**src/rtl/pc_seq_unit_pkg.sv**
```systemverilog
// pc_pkg: op encoding and sign-extension helper shared by the PC sequencer files.
package pc_pkg;
  typedef enum logic [1:0] {
    PC_OP_SEQ  = 2'b00,
    PC_OP_JUMP = 2'b01,
    PC_OP_CALL = 2'b10,
    PC_OP_RET  = 2'b11
  } pc_op_e;
  function automatic logic [63:0] sext(input logic [63:0] v, input int w);
    logic signed [63:0] s;
    s = signed'(v << (64 - w));
    return s >>> (64 - w);
  endfunction
endpackage

```
**src/rtl/pc_seq_unit_if.sv**
```systemverilog
// pc_seq_unit_if: control-side request signals and PC/stack status of the PC sequencer.
interface pc_seq_unit_if
  import pc_pkg::*;
#(
  parameter int PC_W  = 16,
  parameter int OFF_W = 12
);
  logic             updatePC;
  pc_op_e           op;
  logic [OFF_W-1:0] offset;
  logic [PC_W-1:0]  PC;
  logic             ras_empty;
  logic             ras_full;
  logic             ras_err;
  modport master(output updatePC, op, offset, input PC, ras_empty, ras_full, ras_err);
  modport slave(input updatePC, op, offset, output PC, ras_empty, ras_full, ras_err);
endinterface

```
**src/rtl/pc_seq_unit_ras.sv**
```systemverilog
// pc_ras: circular return-address stack; a push when full overwrites the oldest entry.
module pc_ras #(
  parameter int PC_W      = 16,
  parameter int RAS_DEPTH = 4
) (
  input  logic            Clk2,
  input  logic            reset,
  input  logic            push,
  input  logic            pop,
  input  logic [PC_W-1:0] push_data,
  output logic [PC_W-1:0] top_data,
  output logic            empty,
  output logic            full,
  output logic            overflow,
  output logic            underflow
);
  localparam int AW = $clog2(RAS_DEPTH);
  localparam int CW = $clog2(RAS_DEPTH + 1);
  logic [PC_W-1:0] mem_q [RAS_DEPTH];
  logic [AW-1:0]   ptr_q, ptr_d, top_idx;
  logic [CW-1:0]   count_q, count_d;
  logic            do_pop;
  // ptr_q is the next free slot; when full that slot is the oldest entry
  assign top_idx   = ptr_q - AW'(1);
  assign top_data  = mem_q[top_idx];
  assign empty     = count_q == '0;
  assign full      = count_q == CW'(RAS_DEPTH);
  assign do_pop    = pop && !push && !empty;
  assign overflow  = push && full;
  assign underflow = pop && !push && empty;
  always_comb begin
    ptr_d   = push ? ptr_q + AW'(1) : do_pop ? top_idx : ptr_q;
    count_d = push ? (full ? count_q : count_q + CW'(1)) : do_pop ? count_q - CW'(1) : count_q;
  end
  always_ff @(posedge Clk2) begin
    if (reset) begin
      ptr_q   <= '0;
      count_q <= '0;
    end else begin
      ptr_q   <= ptr_d;
      count_q <= count_d;
      if (push) mem_q[ptr_q] <= push_data;
    end
  end
endmodule

```
**src/rtl/pc_seq_unit.sv**
```systemverilog
// pc_seq_unit: PC register with sequential/relative/call/return update, one op per Clk2 edge.
// Macro PC_RAS_EN enables the return-address stack; without it CALL acts as JUMP and RET as SEQ.
module pc_seq_unit
  import pc_pkg::*;
#(
  parameter int              PC_W      = 16,
  parameter int              OFF_W     = 12,
  parameter int              RAS_DEPTH = 4,
  parameter logic [PC_W-1:0] RESET_VEC = '0
) (
  input logic          Clk2,
  input logic          reset,
  pc_seq_unit_if.slave bus
);
  if (OFF_W > PC_W || RAS_DEPTH < 2 || (RAS_DEPTH & (RAS_DEPTH - 1)) != 0) begin : g_bad_cfg
    $error("pc_seq_unit: illegal OFF_W/RAS_DEPTH");
  end
  logic [PC_W-1:0] pc_q, pc_d, ext_off, seq_pc, rel_pc;
  assign ext_off = PC_W'(sext(64'(bus.offset), OFF_W));
  assign seq_pc  = pc_q + PC_W'(1);
  assign rel_pc  = pc_q + ext_off;
`ifdef PC_RAS_EN
  logic            push, pop, empty, full, ovf, unf, err_q, err_d;
  logic [PC_W-1:0] top;
  assign push = bus.updatePC && bus.op == PC_OP_CALL;
  assign pop  = bus.updatePC && bus.op == PC_OP_RET;
  pc_ras #(.PC_W(PC_W), .RAS_DEPTH(RAS_DEPTH)) u_ras (
    .Clk2(Clk2), .reset(reset), .push(push), .pop(pop), .push_data(seq_pc),
    .top_data(top), .empty(empty), .full(full), .overflow(ovf), .underflow(unf)
  );
  always_comb begin
    pc_d  = !bus.updatePC ? pc_q : (bus.op == PC_OP_JUMP || push) ? rel_pc : (pop && !empty) ? top : seq_pc;
    err_d = err_q | ovf | unf;
  end
  always_ff @(posedge Clk2) err_q <= reset ? 1'b0 : err_d;
  assign bus.ras_empty = empty;
  assign bus.ras_full  = full;
  assign bus.ras_err   = err_q;
`else
  always_comb begin
    pc_d = !bus.updatePC ? pc_q : (bus.op == PC_OP_JUMP || bus.op == PC_OP_CALL) ? rel_pc : seq_pc;
  end
  assign bus.ras_empty = 1'b1;
  assign bus.ras_full  = 1'b0;
  assign bus.ras_err   = 1'b0;
`endif
  always_ff @(posedge Clk2) pc_q <= reset ? RESET_VEC : pc_d;
  assign bus.PC = pc_q;
endmodule

```
**src/flat_wrapper.sv**
```systemverilog
// flat-port wrapper written by rule: the top's interface ports become plain ports
module pc_seq_unit_flat import pc_pkg::*;
#(
  parameter int              PC_W      = 16,
  parameter int              OFF_W     = 12,
  parameter int              RAS_DEPTH = 4,
  parameter logic [PC_W-1:0] RESET_VEC = '0
)
  (Clk2, reset, bus_updatePC, bus_op, bus_offset, bus_PC, bus_ras_empty, bus_ras_full, bus_ras_err);
  pc_seq_unit_if #(.PC_W(PC_W), .OFF_W(OFF_W)) bus_i ();
  input logic Clk2;
  input logic reset;
  input wire logic [$bits(bus_i.updatePC)-1:0] bus_updatePC;
  input wire logic [$bits(bus_i.op)-1:0] bus_op;
  input wire logic [$bits(bus_i.offset)-1:0] bus_offset;
  output wire logic [$bits(bus_i.PC)-1:0] bus_PC;
  output wire logic [$bits(bus_i.ras_empty)-1:0] bus_ras_empty;
  output wire logic [$bits(bus_i.ras_full)-1:0] bus_ras_full;
  output wire logic [$bits(bus_i.ras_err)-1:0] bus_ras_err;
  assign bus_i.updatePC = bus_updatePC;
  assign bus_i.op = bus_op;
  assign bus_i.offset = bus_offset;
  assign bus_PC = bus_i.PC;
  assign bus_ras_empty = bus_i.ras_empty;
  assign bus_ras_full = bus_i.ras_full;
  assign bus_ras_err = bus_i.ras_err;
  pc_seq_unit #(.PC_W(PC_W), .OFF_W(OFF_W), .RAS_DEPTH(RAS_DEPTH), .RESET_VEC(RESET_VEC)) u_core (.Clk2(Clk2), .reset(reset), .bus(bus_i));
endmodule
```
**config.mk**
```make
export PLATFORM = sky130hd
export DESIGN_NAME = pc_seq_unit_flat
export DESIGN_NICKNAME = d
export VERILOG_FILES = /design/src/rtl/pc_seq_unit_pkg.sv /design/src/rtl/pc_seq_unit_if.sv /design/src/rtl/pc_seq_unit_ras.sv /design/src/rtl/pc_seq_unit.sv /design/src/flat_wrapper.sv
export SDC_FILE = /design/constraint.sdc
export NUM_CORES = 1
export LEC_CHECK = 0
export BUFFER_PORTS_ARGS = -buffer_cell sky130_fd_sc_hd__buf_2
export CORE_ASPECT_RATIO = 1.75
export CORE_MARGIN = 2
export CORE_UTILIZATION = 30
export CTS_BUF_LIST = sky130_fd_sc_hd__clkbuf_8
export DETAILED_ROUTE_END_ITERATION = 12
export PLACE_DENSITY = 0.5
export SETUP_SLACK_MARGIN = 0.15
export SYNTH_ARGS = -nofsm -noshare
export SYNTH_HDL_FRONTEND = slang
export SYNTH_SLANG_ARGS = --single-unit
```
**constraint.sdc**
```tcl
create_clock -name Clk2 -period 6.27 [get_ports Clk2]
set_input_delay 1.254 -clock Clk2 [delete_from_list [all_inputs] [get_ports Clk2]]
set_output_delay 1.254 -clock Clk2 [all_outputs]
set_load 0.01 [all_outputs]
```
### After elaboration in Yosys (flattened, before gate mapping)

Cells that the tools add are included.

* register bits after elaboration: 16
* bits of input ports: 17
* output and inout bits: 19
* logic and storage cells: 7

* add/sub/neg operators: 2
* eq/ne operators: 2
* mux-type cells: 1
* reduce and logical (&&, ||, !) cells: 1

Operators with widths (number)
* adder 16 x 1 -> 16 bit (second input constant): 1
* adder 16 bit: 1
* two-way mux 16 bit: 1
* equality test 2 x 1 -> 1 bit (second input constant): 1
* equality test 2 bit (second input constant): 1
* logical OR 1 bit: 1

### Longest topological paths before layout

Gate-level depths: netlist of the first run.

* depth in word-level cells: 3
* gate-level depth with buffers: 11
* mapped depth without buffers: 10

### Least setup slack after synthesis of the first run

No wires, ideal clock.

* path kind: in2reg
* start: input port bus_op[0]
* end: register u_core.pc_q[12], in the netlist u_core.bus.PC[12]
* library setup time: 0.121 ns
* arrival time: 3.497 ns
* required time: 6.149 ns
* slack: 2.652 ns
* stages: 10
* path buffers: 0
* cells stage by stage: xor2_2 -> or2b_1 -> ha_1 -> fa_1 -> a211oi_1 -> o21ai_1 -> nand2_1 -> nor4_1 -> a211oi_2 -> mux2_4

* cells in the longest elaborated chain, start to end: 3
* elaborated cells on any way between the ends: 4
* those cells by class: eq/ne (2); mux (1); reduce/logical (1)

RTL lines
* from (decl): RTL line flat_wrapper.sv:14 `input wire logic [$bits(bus_i.op)-1:0] bus_op;`
* equality test 2 x 1 -> 1 bit / equality test 2 bit (equally long branches): RTL line pc_seq_unit.sv:41 `pc_d = !bus.updatePC ? pc_q : (bus.op == PC_OP_JUMP || bus.op == PC_OP_CALL) ? rel_pc : seq_pc;`
* logical OR 1 bit *: RTL line pc_seq_unit.sv:41
* two-way mux 16 bit *: RTL line pc_seq_unit.sv:41
* to (signal assigned): RTL line pc_seq_unit.sv:47 `always_ff @(posedge Clk2) pc_q <= reset ? RESET_VEC : pc_d;`
* to (decl): RTL line pc_seq_unit.sv:18 `logic [PC_W-1:0] pc_q, pc_d, ext_off, seq_pc, rel_pc;`

Mark *: on every way between the ends. The rest lies on a longest branch, timed or not.
A chain may end at the register's enable or synchronous reset.

### Final worst setup path of the first run

* start: input port bus_op[0]
* end: register u_core.pc_q[14], in the netlist u_core.bus.PC[14]

The elaborated chain is that of the path after synthesis.

==> impl_results.md, run 1 <==
- Rel. slew slack: 0.529
- Setup TNS: 0 ns
- Worst path depth: 11
- Max IR drop VDD: 0.0845 mV
- Post-Layout Cell Count: 283
- Largest net degree at the start of global routing: 35
- Initial antenna violation count: 0
- Max cap viols: 0
- Placer Congestion: 0.790
- RSZ-0062 raised after global routing: no
- Die width: 59.6 um
- Reg2reg setup slack: 3.80 ns
- Crit path time final: 4.10 ns
- CTS tree: yes
- IO Pins: 36
- CP cell instances: buf_2 -> xor2_2 -> or2b_1 -> ha_1 -> fa_1 -> a211oi_1 -> o21ai_1 -> nand2_1 -> nor3_1 -> or4b_1 -> nand4b_1
- Worst Hold Class: flop to flop
- Filler cells: 583
- P per Cell Area: 204 nW/um^2
- Post-CTS Setup Inserts: 0
- Wire length per cell: 15.5 um
- Worst hold path endpoint: u_core.bus.PC[6]
- Synthesized area: 1620 um^2
- Worst Skew: 0.00432 ns
- Post-synth EDFFs: 0
- Total core area: 5260 um^2
- Clk Latency, worst-skew pair: 0.26 ns
- Cell Rows: 35
- CTS resizes: 0
- Critical path class: primary input to flop
- Pre-antenna DRT Iters: 4
- Post-DP HPWL: 3220 um
- Crit Path Max Fanout: 16
- Highest clock rate: 244 MHz
- Setup violators final: 0
- Gate Count Post-Synth: 209
- CP max stage cell: xor2_2
- Vias in the first global route: 1,630
- DRC viols: 0
- CP delay by family, top: simple AND/OR/NAND/NOR gates
- Die ar.: 6040 um^2
- Syn_area_per_cell: 7.77 um^2
- Root buffer cell: clkbuf_8
- Routed Antenna Nets: 0
- Clk sinks: 16
- Clock slew at reported path FFs: 0.07 ns
- CP peak stage delay: 0.58 ns
- Fin. max-slew vios: 0
- Clk buf depth: 2
- GRT Total Usage: 0.155
- Pre-CTS setup slack: 1.88 ns
- Pleak: 0.793 nW
- Vias/cell: 5.65
- Initial Utilization: 0.309
- Post-placement cell count: 279
- Post-route clock period utilization: 0.655
- Synth Warn #: 0
- DRT iter0 DRCs: 61
- Die height: 101 um
- Worst-margin pin slew: 0.706 ns
- Total congestion overflow: 0
- Area delta synth->final: 12.2%
- Commonest non-fill, non-tap cell in the layout: buf_2
- Design Power: 0.000371 W
- Main flop type after synthesis: dfxtp_1
- CP required: 6.46 ns
- Cts bufs inserted: 3
- Hold buffer count at cts: 0
- Max reg flops: 16
- Hold depth: 2
- Layout cells sized above 1: 0.206
- Most frequent cells in the layout: buf_2, nor2_1, dfxtp_1
- Status: completed
- Vias: 1,598
- Fin. Hold Viols: 0
- Worst path arrival time: 4.30 ns
- Worst flop-to-flop path endpoint: u_core.bus.PC[14]
- Port-buffer cells: 32
- Final nets: 258
- WP buf/inv: 1
- Worst R2R Start: u_core.bus.PC[0]
- H-tree depth: 1
- Register area share after synthesis: 0.197
- CP Capture Type: flop
- Post-synth cell types: 55
- Antenna diodes: 0
- First-pass GRT wire length: 7310 um
- Final Worst Setup Slack: 2.17 ns
- Cell count of the worst reg-to-reg path: 8
- Hold path startpoint: u_core.bus.PC[6]
- CP Launch Type: primary input
- Final WL: 4380 um
- Async set-reset flop share out of synthesis: 0
- Synthesis-stage register bit count: 16
## worst max-delay path by stage
| stage | slack, ns | from | to |
|---|---|---|---|
| 3_3_place_gp | 1.91 | bus_op[0] | u_core.bus.PC[12] |
| 6_report | 2.17 | bus_op[0] | u_core.bus.PC[14] |
| 2_1_floorplan | 2.65 | bus_op[0] | u_core.bus.PC[12] |
| 5_1_grt | 1.90 | bus_op[0] | u_core.bus.PC[14] |
| 3_5_place_dp | 1.88 | bus_op[0] | u_core.bus.PC[14] |
| 4_1_cts | 2.14 | bus_op[0] | u_core.bus.PC[14] |
## where the power goes
| group | switching [W] | internal (W) |
|---|---|---|
| sequential | 0.0000178 | 0.000114 |
| combinational | 0.0000790 | 0.0000610 |
| clock | 0.0000438 | 0.0000559 |
| total | 0.000141 | 0.000231 |
## worst min-delay path, stage by stage, from the launching register on
cell	delay (ns)
dfxtp_1	0.33
nand2b_1	0.07
a21oi_1	0.05
## area by class of cell
type / count / area (um^2) / area share
Timing Repair Buffer: 32 / 160 / 0.0879
Clock buffer: 4 / 55.1 / 0.0302
Multi-Input combinational cell: 173 / 1210 / 0.662
Tap cell: 55 / 68.8 / 0.0377
Inverter: 3 / 11.3 / 0.00618
Sequential cell: 16 / 320 / 0.176
## synth_stat cells (7+ instances only)
cell	instances	area (um^2)
a21oi_1	10	50.1
ha_1	11	138
nor2_1	17	63.8
nor3_1	8	40.0
o21ai_0	7	35.0
nand2b_1	7	43.8
mux2i_1	7	70.1
clkbuf_1	11	41.3
and2_1	11	68.8
dfxtp_1	16	320
nand2_1	15	56.3
## routing by layer
layer	GRT usage	routed length (um)	vias up	part of all wire
met5	0	0	-	0
met4	0.0581	88	0	0.020
met3	0.0179	131	8	0.030
met2	0.294	2360	38	0.54
met1	0.168	1810	753	0.41
li1	-	-	799	-
## metrics by stage
| step | hold slack [ns] | util | area, um^2 |
|---|---|---|---|
| final | 0.499 | 0.347 | 1820 |
| after global routing | 0.522 | 0.347 | 1820 |
| after CTS | 0.504 | 0.347 | 1820 |
| after detailed placement | 0.493 | 0.336 | 1770 |
| after global placement | 0.490 | 0.336 | 1770 |
| after floorplan | 0.506 | - | 1630 |
## cell families after synthesis
| kind of cell | Yosys count | share of synthesized area |
|---|---|---|
| adders and majority gates | 12 | 0.0971 |
| AOI/OAI and AO/OA | 50 | 0.221 |
| other | 2 | 0.00462 |
| DFF | 16 | 0.197 |
| and+or+nand+nor | 93 | 0.322 |
| buffers and inverters | 21 | 0.0616 |
| xor gates and xnor gates | 6 | 0.0370 |
| muxes | 9 | 0.0593 |
Power figures use the tool's default switching activity.
==> inputs of run 2 (changes only) <==
==> constraint.sdc (replaced) <==
create_clock -name Clk2 -period 4 [get_ports Clk2]
set_input_delay 0.8 -clock Clk2 [delete_from_list [all_inputs] [get_ports Clk2]]
set_output_delay 0.8 -clock Clk2 [all_outputs]
set_load 0.01 [all_outputs]
==> impl_results.md, run 2 (synthesis results as in run 1) <==
- Status: completed (unchanged)
- Rel. slew slack: 0.599 (was 0.529)
- DRC viols: 0 (unchanged)
- Fin. max-slew vios: 0 (unchanged)
- Utilization after layout: 0.350 (was 0.347)
- IO Pins: 36 (unchanged)
- CP Capture Type: flop (unchanged)
- Vias: 1,607 (was 1,598)
- Cell Rows: 35 (unchanged)
- GRT Total Usage: 0.157 (was 0.155)
- Port-buffer cells: 32 (unchanged)
- Initial antenna violation count: 0 (unchanged)
- Routed Antenna Nets: 0 (unchanged)
- Antenna diodes: 0 (unchanged)
- Max reg flops: 16 (unchanged)
- Highest clock rate: 315 MHz
- Worst-margin pin slew: 0.601 ns (was 0.706 ns)
- Design Power: 0.000585 W (was 0.000371 W)
- Post-Layout Cell Count: 285 (was 283)
- Crit path time final: 3.17 ns
- Post-DP HPWL: 3250 um (was 3220 um)
- Post-CTS Setup Inserts: 0 (unchanged)
- Critical path class: primary input to flop (unchanged)
- Clk Latency, worst-skew pair: 0.26 ns (about the same)
- Final WL: 4460 um (was 4380 um)
- Cell count of the worst reg-to-reg path: 8 (unchanged)
- Hold buffer count at cts: 0 (unchanged)
- Pleak: 0.803 nW (was 0.793 nW)
- Max cap viols: 0 (unchanged)
- RSZ-0062 raised after global routing: no (unchanged)
- Crit Path Max Fanout: 6 (was 16)
- Clk sinks: 16 (unchanged)
- Largest net degree at the start of global routing: 35 (unchanged)
- Clk buf depth: 2 (unchanged)
- Root buffer cell: clkbuf_8 (unchanged)
- Wire length per cell: 15.7 um (was 15.5 um)
- Vias/cell: 5.64 (was 5.65)
- Setup violators final: 0 (unchanged)
- Final nets: 260 (was 258)
- Area delta synth->final: 13.2% (was 12.2%)
- Post-placement cell count: 281 (was 279)
- CTS resizes: 0 (unchanged)
- CP max stage cell: or4b_1 (was xor2_2)
- Die width: 59.6 um (unchanged)
- Worst Hold Class: flop to flop (unchanged)
- CP Launch Type: primary input (unchanged)
- P per Cell Area: 318 nW/um^2 (was 204 nW/um^2)
- Reg2reg setup slack: 1.54 ns (was 3.80 ns)
- Hold depth: 2 (unchanged)
- Clock slew at reported path FFs: 0.07 ns (about the same)
- Worst Skew: 0.00220 ns (was 0.00432 ns)
- Worst R2R Start: u_core.bus.PC[0] (unchanged)
- Filler cells: 580 (was 583)
- Placer Congestion: 0.864 (was 0.790)
- CP required: 4.20 ns (was 6.46 ns)
- Most frequent cells in the layout: buf_2, nor2_1, dfxtp_1 (unchanged)
- Initial Utilization: 0.309 (unchanged)
- CP peak stage delay: 0.51 ns (was 0.58 ns)
- Layout cells sized above 1: 0.213 (was 0.206)
- Fin. Hold Viols: 0 (unchanged)
- Vias in the first global route: 1,557 (was 1,630)
- Post-route clock period utilization: 0.792
- Worst path arrival time: 3.37 ns (was 4.30 ns)
- Die height: 101 um (unchanged)
- Worst flop-to-flop path endpoint: u_core.bus.PC[14] (unchanged)
- Setup TNS: 0 ns (unchanged)
- Commonest non-fill, non-tap cell in the layout: buf_2 (unchanged)
- Worst hold path endpoint: u_core.bus.PC[6] (unchanged)
- Total congestion overflow: 0 (unchanged)
- Hold path startpoint: u_core.bus.PC[6] (unchanged)
- CTS tree: yes (unchanged)
- Cts bufs inserted: 3 (unchanged)
- Total core area: 5260 um^2 (unchanged)
- Max IR drop VDD: 0.120 mV (was 0.0845 mV)
- DRT iter0 DRCs: 66 (was 61)
- First-pass GRT wire length: 7330 um (was 7310 um)
- Die ar.: 6040 um^2 (unchanged)
- H-tree depth: 1 (unchanged)
- Pre-antenna DRT Iters: 4 (unchanged)
- CP cell instances: buf_2 -> xor2_2 -> or2b_1 -> ha_1 -> fa_1 -> a211oi_1 -> o21ai_1 -> nand2_1 -> nor3_1 -> or4b_1 -> nand4b_1 (unchanged)
-- run 2: cell count changes in the layout (fill, tap and decap cells not counted) --
cell and delta:
buf_4 +2
-- run 2: worst max-delay path by stage --
stage	from	to	slack (ns)	cells after the start
global placement	bus_op[0]	u_core.bus.PC[12]	0.57	11
floorplan	bus_op[0]	u_core.bus.PC[12]	0.84	10
finish	bus_op[0]	u_core.bus.PC[14]	0.83	11
detailed placement	bus_op[0]	u_core.bus.PC[14]	0.57	11
global route	bus_op[0]	u_core.bus.PC[14]	0.65	11
CTS	bus_op[0]	u_core.bus.PC[12]	0.83	11
-- run 2: final cells by class --
cell class	count	area, um^2	share of cell area
Tap cell	55	68.8	0.0374
Timing Repair Buffer	34	175	0.0953
Sequential cell	16	320	0.174
Inverter	3	11.3	0.00613
Multi-Input combinational cell	173	1210	0.657
Clock buffer	4	55.1	0.0300
-- run 2: report_power, final --
part	internal [W]	switching, W	total (W)
Combinational	0.0000975	0.000125	0.000222
Sequential	0.000178	0.0000276	0.000206
Clock	0.0000878	0.0000695	0.000157
Total	0.000364	0.000222	0.000585
-- run 2: critical path: cells and delay by family --
kind / cells / cell delay (ns)
AOI/OAI and AO/OA: 2 / 0.53
xor gates and xnor gates: 1 / 0.16
adders and majority gates: 2 / 0.63
buffers and inverters: 1 / 0.11
and+or+nand+nor: 5 / 1.13
-- run 2: through the flow --
stage                     cell area, um^2  setup WS [ns]  hold slack [ns]
after floorplan                      1630          0.836            0.506
after global placement               1780          0.572            0.484
after detailed placement             1780          0.567            0.484
after CTS                            1840          0.829            0.497
final                                1840          0.830            0.491
after global routing                 1840          0.648            0.534
-- run 2: routing by layer --
layer	up-vias	GRT usage	wire [um]
li1	804	-	-
met1	747	0.177	1850
met2	43	0.285	2380
met3	13	0.0230	121
met4	0	0.0650	115
met5	-	0	0
